File: src/rtl/dmem_arbiter.sv
// Two-port arbiter in front of the byte-enabled data memory: the core has fixed
// priority, the DMA port gets a forced grant after MAX_WAIT denials and may run locked bursts.
module dmem_arbiter #(
  parameter int MAX_WAIT = 4,
  parameter int MAX_LOCK = 8
) (
  input  logic        clk,
  input  logic        rst,
  input  logic        c_req,
  input  logic [3:0]  c_we,
  input  logic [31:0] c_addr,
  input  logic [31:0] c_wdata,
  output logic        c_gnt,
  output logic        c_stall,
  output logic        c_rvalid,
  output logic [31:0] c_rdata,
  input  logic        d_req,
  input  logic [3:0]  d_we,
  input  logic [31:0] d_addr,
  input  logic [31:0] d_wdata,
  input  logic        d_lock,
  output logic        d_gnt,
  output logic        d_rvalid,
  output logic [31:0] d_rdata,
  output logic [3:0]  mem_we,
  output logic [31:0] mem_addr,
  output logic [31:0] mem_wdata,
  input  logic [31:0] mem_rdata
);

  localparam int WW = $clog2(MAX_WAIT + 1);
  localparam int LW = $clog2(MAX_LOCK + 1);
  localparam logic [WW-1:0] WAIT_LIMIT = WW'(MAX_WAIT);
  localparam logic [LW-1:0] LOCK_LIMIT = LW'(MAX_LOCK);

  typedef enum logic {ARB = 1'b0, LOCK = 1'b1} state_t;

  state_t        state_q, state_d;
  logic [WW-1:0] wait_q, wait_d;
  logic [LW-1:0] lock_q, lock_d;
  logic          c_rvalid_q, d_rvalid_q;
  logic [31:0]   c_rdata_q, d_rdata_q;
  logic          c_gnt_s, d_gnt_s, lock_hold_s, c_rd_s, d_rd_s;

  // Grant selection, state/counter next values and memory mux.
  always_comb begin
    c_gnt_s     = 1'b0;
    d_gnt_s     = 1'b0;
    state_d     = state_q;
    wait_d      = wait_q;
    lock_d      = lock_q;
    lock_hold_s = (state_q == LOCK) && d_req && d_lock;

    if (rst) begin
      c_gnt_s = 1'b0;
      d_gnt_s = 1'b0;
    end else if (lock_hold_s) begin
      // One core-priority cycle once the burst has used its budget.
      if ((lock_q == LOCK_LIMIT) && c_req) begin
        c_gnt_s = 1'b1;
      end else begin
        d_gnt_s = 1'b1;
      end
    end else if (c_req && d_req) begin
      if (wait_q == WAIT_LIMIT) begin
        d_gnt_s = 1'b1;
      end else begin
        c_gnt_s = 1'b1;
      end
    end else begin
      c_gnt_s = c_req;
      d_gnt_s = d_req;
    end

    if (d_gnt_s && d_lock) begin
      state_d = LOCK;
      if (state_q == LOCK) begin
        lock_d = (lock_q == LOCK_LIMIT) ? lock_q : lock_q + LW'(1);
      end else begin
        lock_d = LW'(1);
      end
    end else begin
      state_d = ARB;
      lock_d  = '0;
    end

    if (d_gnt_s || !d_req) begin
      wait_d = '0;
    end else if (wait_q != WAIT_LIMIT) begin
      wait_d = wait_q + WW'(1);
    end else begin
      wait_d = wait_q;
    end

    c_rd_s = c_gnt_s && (c_we == 4'b0000);
    d_rd_s = d_gnt_s && (d_we == 4'b0000);

    if (d_gnt_s) begin
      mem_addr  = d_addr;
      mem_wdata = d_wdata;
      mem_we    = d_we;
    end else if (c_gnt_s) begin
      mem_addr  = c_addr;
      mem_wdata = c_wdata;
      mem_we    = c_we;
    end else begin
      mem_addr  = c_addr;
      mem_wdata = c_wdata;
      mem_we    = 4'b0000;
    end
  end

  // State, counters and one-cycle-latency read response registers.
  always_ff @(posedge clk) begin
    if (rst) begin
      state_q    <= ARB;
      wait_q     <= '0;
      lock_q     <= '0;
      c_rvalid_q <= 1'b0;
      d_rvalid_q <= 1'b0;
      c_rdata_q  <= 32'h0000_0000;
      d_rdata_q  <= 32'h0000_0000;
    end else begin
      state_q    <= state_d;
      wait_q     <= wait_d;
      lock_q     <= lock_d;
      c_rvalid_q <= c_rd_s;
      d_rvalid_q <= d_rd_s;
      if (c_rd_s) begin
        c_rdata_q <= mem_rdata;
      end
      if (d_rd_s) begin
        d_rdata_q <= mem_rdata;
      end
    end
  end

  assign c_gnt   = c_gnt_s;
  assign d_gnt   = d_gnt_s;
  assign c_stall = c_req & ~c_gnt_s;
  // A response due in a reset cycle is suppressed immediately.
  assign c_rvalid = c_rvalid_q & ~rst;
  assign d_rvalid = d_rvalid_q & ~rst;
  assign c_rdata  = c_rdata_q;
  assign d_rdata  = d_rdata_q;

endmodule

File: config.mk
export PLATFORM = sky130hd
export DESIGN_NAME = dmem_arbiter
export DESIGN_NICKNAME = d
export VERILOG_FILES = /design/src/rtl/dmem_arbiter.sv
export SDC_FILE = /design/constraint.sdc
export NUM_CORES = 1
export LEC_CHECK = 0
export CORE_AREA = 2 2 121 123
export DETAILED_ROUTE_END_ITERATION = 12
export DIE_AREA = 0 0 123 125
export PLACE_DENSITY = 0.71
export SLEW_MARGIN = 25
export SYNTH_ARGS = -nofsm -noshare
export SYNTH_HDL_FRONTEND = slang
export SYNTH_SLANG_ARGS = --single-unit
export TNS_END_PERCENT = 1
File: constraint.sdc
create_clock -name clk -period 2.3 [get_ports clk]
set_input_delay 0.46 -clock clk [delete_from_list [all_inputs] [get_ports clk]]
set_output_delay 0.46 -clock clk [all_outputs]
set_load 0.03 [all_outputs]
==> reports/metrics.cfg <==
[cells_and_area]
stdcell_count = 902
layout_common_cells = 236 x clkdlybuf4s50_1, 78 x mux2_2, 72 x dfxtp_1
seqCellArea_um2 = 1480
area_growth_pct = 99.5
num-fill-cells = 1272
layout_commonest_cell = clkdlybuf4s50_1
nets = 889
multiInputGateArea_um2 = 2490
final_layout_size_suffix_gt1_frac = 0.333
fin_area_um2 = 8000

[global_route]
grt_pass1_wl_um = 24500
grt_max_degree = 100
antenna_found_initial = 2
overflow = 0
grtUsageTotal = 0.214
grt_pass1_vias = 4302

[logic_synthesis]
yosys.area.top_type = dfxtp_1
syn_area_um2 = 4010
synth_area_per_cell_um2 = 10.6
yosys_warnings = 0
synth-seq-area-share = 0.370
synthTopCellsByArea = dfxtp_1 37%, mux2_2 26%, nand2b_1 10%
synth_seq_cells = 74
ys_types = 28
synthArstFlopShare = 0
synth_top_area_share = 0.370
synth-edff-count = 0
synth-main-ff-cell = dfxtp_1
netlist_instances = 378
syn_nets = 555

[clocking]
tritoncts = done
numCtsBuffers = 9
cts_hold_buf = 0
clk_pin_slew_ns = 0.06
insertion_delay_ns = 0.33
htree_levels = 3
root_buffer = clkbuf_16
cts_sinks = 74
cts_buffer_depth = 2

[timing]
skew_ns = 0.00856
fin_crit_sh = 1.27
final_max_slew_viol_count = 0
tightest_slew_ns = 0.578
hold_viol = 0
rsz0062_at_grt = true
finalSetupTns_ns = -37.18
maxSlewHeadroom = 0.615
layout_setup_ws_ns = -0.612
min_period_ns = 2.91
setup_viol = 70
whs_ns = 0.475
fmax_mhz = 343

[setup_path]
crit_type = reg -> out
cp.arrival_ns = 2.45
cp-end-kind = output port
crit_required_ns = 1.84
start_kind = flop
critPathMaxFanout = 5

[floorplan]
rows = 44
die_area_um2 = 15400
initial_core_util = 0.282
die_w_um = 123
core_um2 = 14200
die_y_um = 125
ios = 310

[placed_design]
io_buffers = 309
dpl.hpwl_um = 14000
placed_cells = 877
place_ws_ns = -0.973
gp_congestion = 0.905
dpl_cell_area_um2 = 7480

[drt]
drc = 0
drt-initial-drc-count = 145
vias = 4009
vias_per_cell = 4.44
firstDrtPassIters = 4
wire_per_inst_um = 19.3
finalWirelength_um = 17400
postRouteAntennaNets = 0

[power_and_ir_drop]
total_leakage_power_nw = 3.14
peakVddDrop_uv = 333
powerDensity_nw_per_um2 = 486

[worst_hold_path]
min_path_type = reg -> reg

[outcome]
violations = negative setup slack
status = complete, but fails checks

[run]
drv_cap = 0

[Yosys cell counts, types with 3 or more instances]
cell type,number
a21oi_1,3
a22o_1,4
buf_2,3
buf_4,4
buf_6,6
clkbuf_1,12
dfxtp_1,74
ha_1,4
inv_1,4
mux2_1,5
mux2_2,92
mux2i_1,34
nand2_1,7
nand2b_1,65
nand3_1,4
nor2_1,5
nor2b_1,36
xnor2_1,3
[cells by family (layout without fill, tap and decap cells)]
group,Yosys count,count (layout),synth area share
mux,131,131,0.357
xor+xnor,4,4,0.00874
simple gates,125,125,0.186
buf+inv,30,369,0.0443
flops,74,74,0.370
compound gates,10,10,0.0212
fa+ha+maj,4,4,0.0125
other cells,0,1,0
[critical path: stages (launching register included)]
cell and delay (ns):
dfxtp_2 0.33, inv_2 0.04, ha_2 0.17, and3b_2 0.20
mux2_4 0.29, a21boi_4 0.18, buf_6 0.15, buf_12 0.12
mux2_2 0.34, clkdlybuf4s15_2 0.29
[metal layers]
metal | vias to the layer above | share of wire | track usage
met5 | - | 0 | 0
met4 | 0 | 0.026 | 0.0769
met3 | 20 | 0.071 | 0.0666
met2 | 151 | 0.51 | 0.383
met1 | 1891 | 0.40 | 0.234
li1 | 1947 | - | -
[power by group]
part,internal [mW],switching (mW),leakage [nW]
combinational,0.567,0.467,2.38
sequential,1.30,0.00698,0.598
clock,0.988,0.561,0.157
[metrics by stage]
stage / util / total power [mW]
after floorplan: - / 1.75
after global placement: 0.527 / 2.33
after detailed placement: 0.527 / 2.34
after CTS: 0.555 / 3.89
after global routing: 0.563 / 4.01
final: 0.563 / 3.89
[worst paths after layout]
path         startpoint      endpoint  slack (ns)  cells after the start
min reg2reg  c_rdata[4]    c_rdata[4]        0.48                      2
min          c_rdata[4]    c_rdata[4]        0.48                      2
max reg2reg   lock_q[0]    d_rdata[4]        0.20                      8
max           lock_q[0]  mem_addr[26]       -0.61                      9
[final cells by class]
type,count,area share
multi-input cells,274,0.311
flip-flops and latches,74,0.186
inverters,4,0.00188
diodes,1,0.000313
well taps,184,0.0288
repair buffers,349,0.431
clock inverters,5,0.0106
clock buffers,11,0.0304
[sequential cells by signal (all words and copies together) (netlist names)]
signal	flops
d_rvalid_q	1
c_rvalid_q	1
d_rdata	32
state_q	1
c_rdata	32
lock_q	4
wait_q	3
[repair_timing]
action,4_1_cts,5_1_grt
buffers inserted,0,4
gates cloned,0,4
resized for setup,111,118
setup endpoints to repair,73,73
pin swaps,1,3
Note: power is estimated with default switching activity, not from simulation.
